## src/rtl/booth_mult_seq.sv

```systemverilog
// Sequential radix-4 Booth multiplier: one Booth digit per clock, valid/ready on both sides.
// Outputs are registered; abort cancels the current transaction and returns the block to IDLE.
module booth_mult_seq #(
   parameter int W = 12
) (
   input  logic                       clk,
   input  logic                       rst,
   input  logic                       in_valid,
   output logic                       in_ready,
   input  logic [W-1:0]               mult_a,
   input  logic [W-1:0]               mult_b,
   input  logic                       abort,
   output logic                       busy,
   output logic [$clog2(W/2)-1:0]     step_idx,
   output logic                       out_valid,
   input  logic                       out_ready,
   output logic [2*W-1:0]             product
);

   localparam int STEPS = W / 2;
   localparam int SW    = $clog2(STEPS);
   localparam int PW    = 2 * W;

   localparam logic [SW-1:0] LAST_STEP = SW'(STEPS - 1);

   typedef enum logic [1:0] {
      S_IDLE = 2'd0,
      S_RUN  = 2'd1,
      S_DONE = 2'd2
   } state_t;

   state_t          state_q;
   logic [PW-1:0]   a_q;
   logic [W-1:0]    b_q;
   logic            b_prev_q;
   logic [PW-1:0]   acc_q;
   logic [PW-1:0]   prod_q;
   logic [SW-1:0]   step_q;
   logic            in_ready_q;
   logic            busy_q;
   logic            out_valid_q;

   logic [2:0]      triplet;
   logic [PW-1:0]   pp_d;
   logic [PW-1:0]   acc_d;

   // a_q holds the sign-extended multiplicand pre-shifted by 2*step, and b_q is
   // shifted right each step, so the current triplet is always at the bottom.
   assign triplet = {b_q[1], b_q[0], b_prev_q};

   always_comb begin
      pp_d = '0;
      unique case (triplet)
         3'b001, 3'b010: pp_d = a_q;
         3'b011:         pp_d = a_q << 1;
         3'b100:         pp_d = -(a_q << 1);
         3'b101, 3'b110: pp_d = -a_q;
         default:        pp_d = '0;
      endcase
      acc_d = acc_q + pp_d;
   end

   always_ff @(posedge clk) begin
      if (rst) begin
         state_q     <= S_IDLE;
         a_q         <= '0;
         b_q         <= '0;
         b_prev_q    <= 1'b0;
         acc_q       <= '0;
         prod_q      <= '0;
         step_q      <= '0;
         in_ready_q  <= 1'b1;
         busy_q      <= 1'b0;
         out_valid_q <= 1'b0;
      end else begin
         unique case (state_q)
            S_IDLE: begin
               if (in_valid && !abort) begin
                  a_q        <= {{W{mult_a[W-1]}}, mult_a};
                  b_q        <= mult_b;
                  b_prev_q   <= 1'b0;
                  acc_q      <= '0;
                  step_q     <= '0;
                  state_q    <= S_RUN;
                  in_ready_q <= 1'b0;
                  busy_q     <= 1'b1;
               end
            end

            S_RUN: begin
               if (abort) begin
                  acc_q      <= '0;
                  step_q     <= '0;
                  state_q    <= S_IDLE;
                  in_ready_q <= 1'b1;
                  busy_q     <= 1'b0;
               end else begin
                  acc_q    <= acc_d;
                  a_q      <= a_q << 2;
                  b_q      <= b_q >> 2;
                  b_prev_q <= b_q[1];
                  if (step_q == LAST_STEP) begin
                     prod_q      <= acc_d;
                     step_q      <= '0;
                     state_q     <= S_DONE;
                     busy_q      <= 1'b0;
                     out_valid_q <= 1'b1;
                  end else begin
                     step_q <= step_q + SW'(1);
                  end
               end
            end

            S_DONE: begin
               // abort and out_ready both leave DONE; the product register is kept either way.
               if (abort || out_ready) begin
                  state_q     <= S_IDLE;
                  out_valid_q <= 1'b0;
                  in_ready_q  <= 1'b1;
               end
            end

            default: begin
               state_q     <= S_IDLE;
               step_q      <= '0;
               in_ready_q  <= 1'b1;
               busy_q      <= 1'b0;
               out_valid_q <= 1'b0;
            end
         endcase
      end
   end

   assign in_ready  = in_ready_q;
   assign busy      = busy_q;
   assign out_valid = out_valid_q;
   assign step_idx  = step_q;
   assign product   = prod_q;

endmodule

```

## config.mk

```make
export PLATFORM = sky130hd
export DESIGN_NAME = booth_mult_seq
export DESIGN_NICKNAME = d
export VERILOG_FILES = /design/src/rtl/booth_mult_seq.sv
export SDC_FILE = /design/constraint.sdc
export NUM_CORES = 1
export LEC_CHECK = 0
export BUFFER_PORTS_ARGS = -buffer_cell sky130_fd_sc_hd__buf_2
export CAP_MARGIN = 20
export CORE_ASPECT_RATIO = 2
export CORE_UTILIZATION = 61
export DETAILED_ROUTE_END_ITERATION = 16
export PLACE_DENSITY = 0.91
export SYNTH_ARGS = -nofsm -noshare
export SYNTH_HDL_FRONTEND = slang
export SYNTH_SLANG_ARGS = --single-unit
```

## constraint.sdc

```tcl
create_clock -name clk -period 6.7 [get_ports clk]
set_clock_uncertainty 0.2 [all_clocks]
set_input_delay 0 -clock clk [delete_from_list [all_inputs] [get_ports clk]]
set_output_delay 0 -clock clk [all_outputs]
set_load 0.02 [all_outputs]
```

Yosys cells after proc, flatten, opt, wreduce, memory -nomap -nowiden. Cells that the tools add are included.

Bits in writable memories: 0. Memory bits (read-only): 0. Memories kept: 0. Word-level logic and storage cells: 80. Register bits: 93. Bits in latches: 0. Output and inout port bits: 30.

Bitwise logic cells: 3. Divide/modulo/power cells: 0. Shift operators: 0. $add $sub $neg: 4. Reductions and logical operators: 15. Magnitude comparators: 0. Multipliers: 0. Equal/unequal tests: 15. Muxes and demuxes: 33.

Operator list (count): 24-bit two-way mux (4); 24-bit case mux with 2 select lines (2); 24-bit case mux with 4 select lines (1); 24-bit negator (2); 24-bit adder (1); 12-bit two-way mux (2); 12-bit case mux with 2 select lines (1); 3-bit AND reduction (5); 3-bit == test, second input constant (4); 1-bit two-way mux (10); 2-bit != test, second input constant (5); 3-bit two-way mux (3); 1-bit case mux with 3 select lines (3); 3-bit case mux with 3 select lines (1); 2-bit two-way mux (4); 3-bit by 2-bit == test with 1-bit output, second input constant (2); 2-bit case mux with 3 select lines (1); 2-bit AND reduction (2); 4-bit AND reduction (1); 2-bit OR reduction (2); 3-bit by 1-bit adder with 3-bit output, second input constant (1); 3-bit by 1-bit == test with 1-bit output, second input constant (1); 3-bit != test, second input constant (1); 1-bit NOT (3); 8 further kinds (8).

Logic depth before layout (Yosys ltp). Gate-level depths: netlist of the first run.

Word-level depth: 6. Mapped depth: 20.

Worst setup path before layout of the first run. OpenSTA, ideal clock, no wires.

Path type: reg-to-reg. From: register a_q[2]. To: register prod_q[23], in the netlist product[23]. Required time: 6.383 ns. Cell stages (with the launch flop): 18. Data arrival time: 4.104 ns. Path slack: 2.279 ns. Period minus slack after synthesis: 4.421 ns. Cells stage by stage: dfxtp_1 > buf_6 > or4_4 > or4_4 > or3_4 > or3_4 > xor2_1 > a22oi_1 > a21oi_1 > ha_1 > clkbuf_1 > nand2_1 > o311ai_0 > o21ai_0 > a21oi_1 > xnor2_2 > xnor2_1 > o21ai_1.

Longest elaborated chain between the ends: 3. Elaborated cells on any way between the ends: 4.

Ends and longest elaborated chain: from (decl) (RTL line 33) `logic [PW-1:0] a_q;`; from (signal assigned) (RTL line 79) `a_q <= {{W{mult_a[W-1]}}, mult_a};`; from (signal assigned) (RTL line 99) `a_q <= a_q << 2;`; 24-bit negator, on equally long branches (RTL line 57, 56); 24-bit case mux with 4 select lines * (RTL line 53) `unique case (triplet)`; 24-bit adder * (RTL line 60) `acc_d = acc_q + pp_d;`; to (signal assigned) (RTL line 70) `prod_q <= '0;`; to (signal assigned) (RTL line 103) `prod_q <= acc_d;`; to (decl) (RTL line 37) `logic [PW-1:0] prod_q;`.

Mark *: on every way between the ends. The rest lies on a longest branch, timed or not. A chain may end at the register's enable or synchronous reset.

Worst setup path in the final report of the first run.
From: register b_q[1]. To: register acc_q[22].

Longest elaborated chain between the ends: 6. Elaborated cells on any way between the ends: 12.

Ends and longest elaborated chain: from (decl) (RTL line 34) `logic [W-1:0] b_q;`; from (signal assigned) (RTL line 80) `b_q <= mult_b;`; from (signal assigned) (RTL line 100) `b_q <= b_q >> 2;`; 3-bit == test (tied with other cells) (RTL line 53); 2-bit OR reduction (RTL line 53); 24-bit case mux with 4 select lines * (RTL line 53); 24-bit adder * (RTL line 60); 24-bit two-way mux * (RTL line 91) `if (abort) begin`; 24-bit case mux with 2 select lines * (RTL line 76) `unique case (state_q)`; to (signal assigned) (RTL line 82) `acc_q <= '0;`; to (signal assigned) (RTL line 92) `acc_q <= '0;`; to (signal assigned) (RTL line 98) `acc_q <= acc_d;`; to (decl) (RTL line 36) `logic [PW-1:0] acc_q;`.

Marked as above.

==> impl_metrics.prom, run 1 <==
# TYPE chip_impl_metric gauge
chip_impl_metric{name="h-tree-depth",unit=""} 3
chip_impl_metric{name="clock_sink_count",unit=""} 93
chip_impl_info{name="critPathSlowestCell",value="sky130_fd_sc_hd__dfxtp_1"} 1
chip_impl_metric{name="synth_seq_area_share",unit="%"} 30.69
chip_impl_info{name="worst_setup_path_start",value="b_q[1]$_SDFFE_PP0P_"} 1
chip_impl_info{name="path_class",value="register to register"} 1
chip_impl_metric{name="worst_setup_hold_path_clk_slew",unit="ps"} 70
chip_impl_metric{name="remaining_antenna_violation_count_after_routing",unit=""} 0
chip_impl_metric{name="layout.nets",unit=""} 894
chip_impl_metric{name="arrival_time_at_the_worst_endpoint",unit="ps"} 5040
chip_impl_metric{name="cap_violations",unit=""} 0
chip_impl_metric{name="global_route_wire_length_before_repair",unit="µm"} 26940
chip_impl_metric{name="cts-buffers-inserted",unit=""} 9
chip_impl_metric{name="synthAdderAreaFrac",unit="%"} 5.279
chip_impl_metric{name="hold-worst-slack",unit="ps"} 78.22
chip_impl_metric{name="total_congestion_overflow_after_global_routing",unit=""} 0
chip_impl_metric{name="period_minus_slack",unit="ps"} 4996
chip_impl_metric{name="report.final.setup_viol",unit=""} 0
chip_impl_metric{name="num_antenna_cells",unit=""} 0
chip_impl_metric{name="avg_vias_per_cell",unit=""} 6.243
chip_impl_metric{name="post_synth_mux_area_share",unit="%"} 1.670
chip_impl_metric{name="worstHoldPathCells",unit=""} 3
chip_impl_info{name="mostFrequentLayoutCells",value="sky130_fd_sc_hd__nand2_1, sky130_fd_sc_hd__dfxtp_1, sky130_fd_sc_hd__nor2_1, sky130_fd_sc_hd__a21oi_1, sky130_fd_sc_hd__buf_2"} 1
chip_impl_metric{name="row_count",unit=""} 51
chip_impl_metric{name="fill_cells",unit=""} 803
chip_impl_metric{name="track_usage",unit="%"} 32.94
chip_impl_metric{name="cts_buffer_depth",unit=""} 2
chip_impl_metric{name="path_max_fanout",unit=""} 19
chip_impl_metric{name="ctsResizeCount",unit=""} 0
chip_impl_metric{name="synth_enable_flop_cells",unit=""} 0
chip_impl_metric{name="floorplan.die.width",unit="µm"} 72.52
chip_impl_metric{name="fin_max_slew_vios",unit=""} 0
chip_impl_metric{name="detailroute.via_count",unit=""} 6099
chip_impl_metric{name="ios",unit=""} 59
chip_impl_metric{name="r2r_setup_slack",unit="ps"} 1700
chip_impl_info{name="largest_family_of_logic_cells_by_synthesized_area",value="compound AO/OA/AOI/OAI gates"} 1
chip_impl_info{name="unrepaired_setup_endpoints_after_global_routing",value="no"} 1
chip_impl_metric{name="grt_pass1_vias",unit=""} 5832
chip_impl_metric{name="yosys.area_share.simple",unit="%"} 23.51
chip_impl_metric{name="post_syn_area",unit="µm²"} 6067
chip_impl_metric{name="buffer_ports.inserted",unit=""} 58
chip_impl_metric{name="die_area",unit="µm²"} 10370
chip_impl_info{name="critPathCapture",value="acc_q[22]$_SDFFE_PP0P_"} 1
chip_impl_metric{name="initial_utilization",unit="%"} 62.55
chip_impl_metric{name="synth_seq_cells",unit=""} 93
chip_impl_metric{name="synth.distinct_cells",unit=""} 65
chip_impl_metric{name="grt_antenna_before_repair",unit=""} 0
chip_impl_metric{name="post_route_cells_drive_above_1_share",unit="%"} 12.31
chip_impl_metric{name="share_of_the_synthesized_netlist_area_taken_by_xor_and_xnor_gates",unit="%"} 6.909
chip_impl_metric{name="core-area",unit="µm²"} 9699
chip_impl_info{name="hold_path.class",value="input pin to register"} 1
chip_impl_metric{name="synth_cells",unit=""} 806
chip_impl_info{name="synth_top_flop_cell",value="sky130_fd_sc_hd__dfxtp_1"} 1
chip_impl_metric{name="first_iter_violations",unit=""} 399
chip_impl_metric{name="cellPowerDensity",unit="nW/µm²"} 220.5
chip_impl_metric{name="fmax",unit="MHz"} 200.1
chip_impl_metric{name="final-hold-violation-count",unit=""} 0
chip_impl_info{name="clock_tree_from_tritoncts",value="built"} 1
chip_impl_info{name="final_common_cell",value="sky130_fd_sc_hd__nand2_1"} 1
chip_impl_metric{name="mappedNetlistNets",unit=""} 860
chip_impl_info{name="root_buffer",value="sky130_fd_sc_hd__clkbuf_16"} 1
chip_impl_metric{name="layout.cell_area.non_filler",unit="µm²"} 6904
chip_impl_info{name="cp-start-kind",value="register"} 1
chip_impl_metric{name="avgSynthCellArea",unit="µm²"} 7.527
chip_impl_metric{name="irDropWorstVdd",unit="mV"} 0.1505
chip_impl_metric{name="synth-warning-count",unit=""} 0
chip_impl_metric{name="detailedRoute.firstPassIterationCount",unit=""} 6
chip_impl_metric{name="worst_r2r_path_depth",unit=""} 13
chip_impl_info{name="worstPathCellList",value="buf_4, nand2_1, nor2_1, nand2_1, o221ai_1, ha_1, a21oi_1, o221ai_1, and4_1, a311oi_1, o31ai_1, xor2_1, a22o_1"} 1
chip_impl_metric{name="worst_skew_pair.late_latency",unit="ps"} 360
chip_impl_info{name="timing.critical_path.to_type",value="register"} 1
chip_impl_metric{name="postSynth.asyncResetShare",unit="%"} 0
chip_impl_metric{name="dieHeight",unit="µm"} 143.0
chip_impl_info{name="run_status",value="completed"} 1
chip_impl_metric{name="cp.required",unit="ps"} 6740
chip_impl_metric{name="wirelength_per_cell",unit="µm"} 17.07
chip_impl_metric{name="cellLeakagePower",unit="µW"} 0.002797
chip_impl_metric{name="area.growth.synth_to_final",unit="%"} 13.80
chip_impl_metric{name="finalWirelength",unit="µm"} 16680
chip_impl_metric{name="synth_area_in_compound_gates",unit="%"} 26.31
chip_impl_metric{name="setup-tns-final",unit="ps"} 0
chip_impl_metric{name="post-route-period-util",unit="%"} 74.57
chip_impl_info{name="r2r_start",value="b_q[1]$_SDFFE_PP0P_"} 1
chip_impl_metric{name="routabilityCongestion",unit=""} 0.9563
chip_impl_metric{name="worstMarginPinSlew",unit="ps"} 1028
chip_impl_metric{name="post-route-util",unit="%"} 71.18
chip_impl_metric{name="drt_drc_violations_left",unit=""} 0
chip_impl_metric{name="largest_net_degree_at_the_start_of_global_routing",unit=""} 75
chip_impl_metric{name="post-dp-hpwl",unit="µm"} 11720
chip_impl_metric{name="relative_slew_slack",unit="%"} 31.14
chip_impl_info{name="critical_path.reg2reg.endpoint",value="acc_q[22]$_SDFFE_PP0P_"} 1
chip_impl_metric{name="timing.critical_path.slowest_cell_delay",unit="ps"} 790
chip_impl_metric{name="postPlaceCellArea",unit="µm²"} 6314
chip_impl_metric{name="cts.repair_timing.setup_buffer_count",unit=""} 0
## area by class of cell
class | instances | area [µm²] | area share (%)
repair buffers | 93 | 633.1 | 9.170
flip-flops and latches | 93 | 1862 | 26.97
inverters | 17 | 63.81 | 0.9242
clock inverters | 6 | 71.32 | 1.033
well taps | 132 | 165.2 | 2.392
multi-input cells | 626 | 3880 | 56.20
clock buffers | 10 | 229.0 | 3.316
## synthesized netlist by cell type (6+ instances only)
library cell	count	area, µm²
sky130_fd_sc_hd__a211oi_1	24	180.2
sky130_fd_sc_hd__a21o_1	10	75.07
sky130_fd_sc_hd__a21oi_1	66	330.3
sky130_fd_sc_hd__a22o_1	21	183.9
sky130_fd_sc_hd__a22oi_1	15	112.6
sky130_fd_sc_hd__a311oi_1	22	192.7
sky130_fd_sc_hd__clkbuf_1	63	236.5
sky130_fd_sc_hd__dfxtp_1	93	1862
sky130_fd_sc_hd__ha_1	24	300.3
sky130_fd_sc_hd__inv_1	17	63.81
sky130_fd_sc_hd__nand2_1	133	499.2
sky130_fd_sc_hd__nand3_1	11	55.05
sky130_fd_sc_hd__nand4_1	6	37.54
sky130_fd_sc_hd__nor2_1	89	334.1
sky130_fd_sc_hd__nor3_1	24	120.1
sky130_fd_sc_hd__o21a_1	7	52.55
sky130_fd_sc_hd__o21ai_0	35	175.2
sky130_fd_sc_hd__o31ai_1	9	67.56
sky130_fd_sc_hd__xnor2_1	32	280.3
sky130_fd_sc_hd__xor2_1	14	122.6
## per-stage QoR
step / worst slack (ps) / total power, µW / instances
2_1_floorplan: 2279 / 910.8 / 806
3_3_place_gp: 1969 / 976.0 / 933
3_5_place_dp: 1853 / 989.2 / 933
4_1_cts: 1822 / 1513 / 976
5_1_grt: 1430 / 1589 / 977
6_report: 1704 / 1523 / 977
## layer usage
metal | part of all wire, % | track usage, % | vias to the layer above | routed length [µm]
li1 | - | - | 2943 | -
met1 | 37 | 34.68 | 2843 | 6132
met2 | 54 | 59.76 | 254 | 9021
met3 | 4.2 | 5.222 | 59 | 702
met4 | 4.9 | 19.50 | 0 | 825
met5 | 0 | 0 | - | 0
## how the worst min path moves through the flow
stage,startpoint,end,slack [ps]
floorplan,abort,state_q[1]$_SDFFE_PP0P_,-120
global placement,mult_b[11],b_q[11]$_SDFFE_PP0P_,40
detailed placement,mult_b[10],b_q[10]$_SDFFE_PP0P_,50
global route,rst,step_idx[2]$_SDFFE_PP0P_,130
finish,rst,acc_q[2]$_SDFFE_PP0P_,80
CTS,rst,acc_q[2]$_SDFFE_PP0P_,90
## report_power, final
part | internal (µW) | leakage, µW | switching [µW]
Clock | 293 | 0.000145 | 227
Sequential | 578 | 0.000757 | 43.9
Combinational | 152 | 0.00189 | 229
## cell families after synthesis
logic type | after synthesis
AND/OR/NAND/NOR | 310
AO/OA/AOI/OAI | 236
flip-flops | 93
buffers and inverters | 87
XOR/XNOR | 47
adder cells (fa/ha/maj) | 25
multiplexers | 8
## state kept, by name, indices dropped and copies added, names as in the netlist
signal,flops
a_q,24
b_q,12
b_prev_q,1
product,24
out_valid,1
in_ready,1
busy,1
step_idx,3
acc_q,24
state_q,2
## critical path: cells and delay by family (launching register included)
family                   cells  cell delay (ps)
AO/OA/AOI/OAI                6             1850
buffers and inverters        1              370
adder cells (fa/ha/maj)      1              340
XOR/XNOR                     1              200
flip-flops                   1              790
AND/OR/NAND/NOR              4             1100
## timing repair
action	in CTS	in global routing
endpoints found under the setup margin	0	0
endpoints found under the hold margin	31	0
hold buffers	27	0
(Power assumes the default switching activity.)
==> inputs of run 2 (changes only) <==
--- a/config.mk
+++ b/config.mk
@@ -8,9 +8,9 @@
 export BUFFER_PORTS_ARGS = -buffer_cell sky130_fd_sc_hd__buf_2
 export CAP_MARGIN = 20
 export CORE_ASPECT_RATIO = 2
-export CORE_UTILIZATION = 61
+export CORE_UTILIZATION = 54
 export DETAILED_ROUTE_END_ITERATION = 16
-export PLACE_DENSITY = 0.91
+export PLACE_DENSITY = 0.86
 export SYNTH_ARGS = -nofsm -noshare
 export SYNTH_HDL_FRONTEND = slang
 export SYNTH_SLANG_ARGS = --single-unit
==> constraint.sdc (replaced) <==
create_clock -name clk -period 4.5 [get_ports clk]
set_clock_uncertainty 0.2 [all_clocks]
set_input_delay 0 -clock clk [delete_from_list [all_inputs] [get_ports clk]]
set_output_delay 0 -clock clk [all_outputs]
set_load 0.02 [all_outputs]
==> run 2 against run 1 <==
Cell count grew 4.8%. Critical path depth grew 3. Clock power grew 72%. Design area grew 7.1%. Setup slack lost 1600 ps. Count of clock-buffer cells in the layout is the same. Sequential power grew 46%. Maximum frequency grew 13%. Utilization shrank 3.6 points. Sequential share of layout area shrank 1.8 points. Flip-flop and latch count is the same. Power grew 61%. Largest power group unchanged. Critical path type unchanged.
==> impl_metrics.prom, run 2 (synthesis gave the netlist of run 1 again) <==
# TYPE chip_impl_metric gauge
chip_impl_metric{name="cts_buffer_depth",unit=""} 2
chip_impl_metric{name="worstHoldPathCells",unit=""} 3
chip_impl_info{name="path_class",value="register to register"} 1
chip_impl_metric{name="die_area",unit="µm²"} 11690
chip_impl_metric{name="ios",unit=""} 59
chip_impl_metric{name="global_route_wire_length_before_repair",unit="µm"} 27460
chip_impl_metric{name="cellLeakagePower",unit="µW"} 0.003022
chip_impl_metric{name="worst_setup_hold_path_clk_slew",unit="ps"} 70
chip_impl_metric{name="layout.nets",unit=""} 933
chip_impl_metric{name="layout.cell_area.non_filler",unit="µm²"} 7397
chip_impl_metric{name="hold-worst-slack",unit="ps"} 91.81
chip_impl_info{name="critPathSlowestCell",value="sky130_fd_sc_hd__or4_4"} 1
chip_impl_metric{name="post-dp-hpwl",unit="µm"} 11380
chip_impl_info{name="timing.critical_path.to_type",value="register"} 1
chip_impl_metric{name="fmax",unit="MHz"} 226.7
chip_impl_metric{name="detailedRoute.firstPassIterationCount",unit=""} 6
chip_impl_metric{name="clock_sink_count",unit=""} 93
chip_impl_metric{name="dieHeight",unit="µm"} 151.9
chip_impl_metric{name="remaining_antenna_violation_count_after_routing",unit=""} 0
chip_impl_metric{name="fin_max_slew_vios",unit=""} 0
chip_impl_metric{name="post-route-util",unit="%"} 67.58
chip_impl_metric{name="routabilityCongestion",unit=""} 0.9635
chip_impl_metric{name="buffer_ports.inserted",unit=""} 58
chip_impl_metric{name="row_count",unit=""} 54
chip_impl_metric{name="wirelength_per_cell",unit="µm"} 16.60
chip_impl_metric{name="area.growth.synth_to_final",unit="%"} 21.92
chip_impl_info{name="hold_path.class",value="input pin to register"} 1
chip_impl_info{name="cp-start-kind",value="register"} 1
chip_impl_metric{name="grt_pass1_vias",unit=""} 5913
chip_impl_metric{name="finalWirelength",unit="µm"} 17000
chip_impl_metric{name="worst_r2r_path_depth",unit=""} 16
chip_impl_metric{name="relative_slew_slack",unit="%"} 31.43
chip_impl_info{name="final_common_cell",value="sky130_fd_sc_hd__nand2_1"} 1
chip_impl_metric{name="detailroute.via_count",unit=""} 6182
chip_impl_metric{name="post_route_cells_drive_above_1_share",unit="%"} 18.78
chip_impl_metric{name="floorplan.die.width",unit="µm"} 76.95
chip_impl_metric{name="final_cell_count_no_fill",unit=""} 1024
chip_impl_metric{name="postPlaceCellArea",unit="µm²"} 6609
chip_impl_metric{name="cp.required",unit="ps"} 4580
chip_impl_info{name="mostFrequentLayoutCells",value="sky130_fd_sc_hd__nand2_1, sky130_fd_sc_hd__dfxtp_1, sky130_fd_sc_hd__nor2_1, sky130_fd_sc_hd__a21oi_1, sky130_fd_sc_hd__buf_2"} 1
chip_impl_metric{name="post-route-period-util",unit="%"} 98.04
chip_impl_metric{name="drt_drc_violations_left",unit=""} 0
chip_impl_info{name="clock_tree_from_tritoncts",value="built"} 1
chip_impl_metric{name="first_iter_violations",unit=""} 492
chip_impl_metric{name="period_minus_slack",unit="ps"} 4412
chip_impl_metric{name="cellPowerDensity",unit="nW/µm²"} 331.5
chip_impl_metric{name="cap_violations",unit=""} 0
chip_impl_metric{name="largest_net_degree_at_the_start_of_global_routing",unit=""} 75
chip_impl_metric{name="arrival_time_at_the_worst_endpoint",unit="ps"} 4490
chip_impl_metric{name="avg_vias_per_cell",unit=""} 6.037
chip_impl_metric{name="track_usage",unit="%"} 29.02
chip_impl_metric{name="timing.critical_path.slowest_cell_delay",unit="ps"} 540
chip_impl_info{name="worstPathCellList",value="or4_4, or4_4, or3_4, or3_4, xor2_1, a22oi_1, a21oi_2, ha_4, nand2_1, o32ai_2, a311oi_1, buf_4, o31ai_4, xor2_1, nand2_1, a21oi_1"} 1
chip_impl_metric{name="total_power",unit="µW"} 2452
chip_impl_metric{name="worstMarginPinSlew",unit="ps"} 1027
chip_impl_metric{name="cts-buffers-inserted",unit=""} 9
chip_impl_metric{name="report.final.setup_viol",unit=""} 0
chip_impl_metric{name="initial_utilization",unit="%"} 55.43
chip_impl_metric{name="place_inst",unit=""} 979
chip_impl_metric{name="fill_cells",unit=""} 915
chip_impl_metric{name="final-hold-violation-count",unit=""} 0
chip_impl_metric{name="irDropWorstVdd",unit="mV"} 0.2680
chip_impl_metric{name="worst_skew_pair.late_latency",unit="ps"} 360
chip_impl_metric{name="total_congestion_overflow_after_global_routing",unit=""} 0
chip_impl_metric{name="h-tree-depth",unit=""} 3
chip_impl_metric{name="core-area",unit="µm²"} 10950
chip_impl_info{name="root_buffer",value="sky130_fd_sc_hd__clkbuf_16"} 1
chip_impl_metric{name="path_max_fanout",unit=""} 7
chip_impl_metric{name="grt_antenna_before_repair",unit=""} 0
chip_impl_info{name="run_status",value="completed"} 1
chip_impl_metric{name="num_antenna_cells",unit=""} 0
[run 2: stage by stage]
| stage | setup TNS [ps] | setup WS [ps] |
|---|---|---|
| 3_3_place_gp | 0 | 98.40 |
| 4_1_cts | 0 | 12.03 |
| 6_report | 0 | 88.26 |
| 5_1_grt | -812.3 | -152.0 |
| 2_1_floorplan | 0 | 79.12 |
| 3_5_place_dp | 0 | 13.55 |
[run 2: power by group]
group	internal (µW)	switching (µW)
clock network	550	342
registers	861	45.3
logic	275	379
total	1690	766
[run 2: timing repair]
item,4_1_cts,5_1_grt
setup buffers,0,1
hold endpoints to repair,31,0
setup endpoints to repair,2,17
pin swaps,0,6
hold buffers,27,0
gates resized for setup,4,25
[run 2: final cells by class]
cell class	instances	area, µm²	area share [%]
multi-input combinational	626	4023	54.38
sequential	93	1862	25.17
timing repair buffer	132	925.9	12.52
clock buffer	10	229.0	3.095
tap	140	175.2	2.368
clock inverter	6	118.9	1.607
inverter	17	63.81	0.8627
[run 2: path summary, 6_finish.rpt]
kind                               to  slack, ps                     from
min reg2reg   product[7]$_SDFFE_PP0P_        250  product[7]$_SDFFE_PP0P_
max reg2reg  product[22]$_SDFFE_PP0P_         90      a_q[0]$_SDFFE_PP0P_
min           state_q[0]$_SDFFE_PP0P_         90                      rst
max          product[22]$_SDFFE_PP0P_         90      a_q[0]$_SDFFE_PP0P_
[run 2: metal layers]
layer	vias to the layer above	track usage, %	part of all wire, %
met5	-	0	0
met4	0	18.41	5.4
met3	60	5.105	4.4
met2	237	51.06	52
met1	2853	31.37	38
li1	3032	-	-
[run 2: worst max-delay path: cells and delay by family, from the launching register on]
| family | cells | cell delay [ps] |
|---|---|---|
| flip-flops | 1 | 330 |
| buffers and inverters | 1 | 190 |
| AO/OA/AOI/OAI | 6 | 1060 |
| adder cells (fa/ha/maj) | 1 | 320 |
| XOR/XNOR | 2 | 360 |
| AND/OR/NAND/NOR | 6 | 1850 |
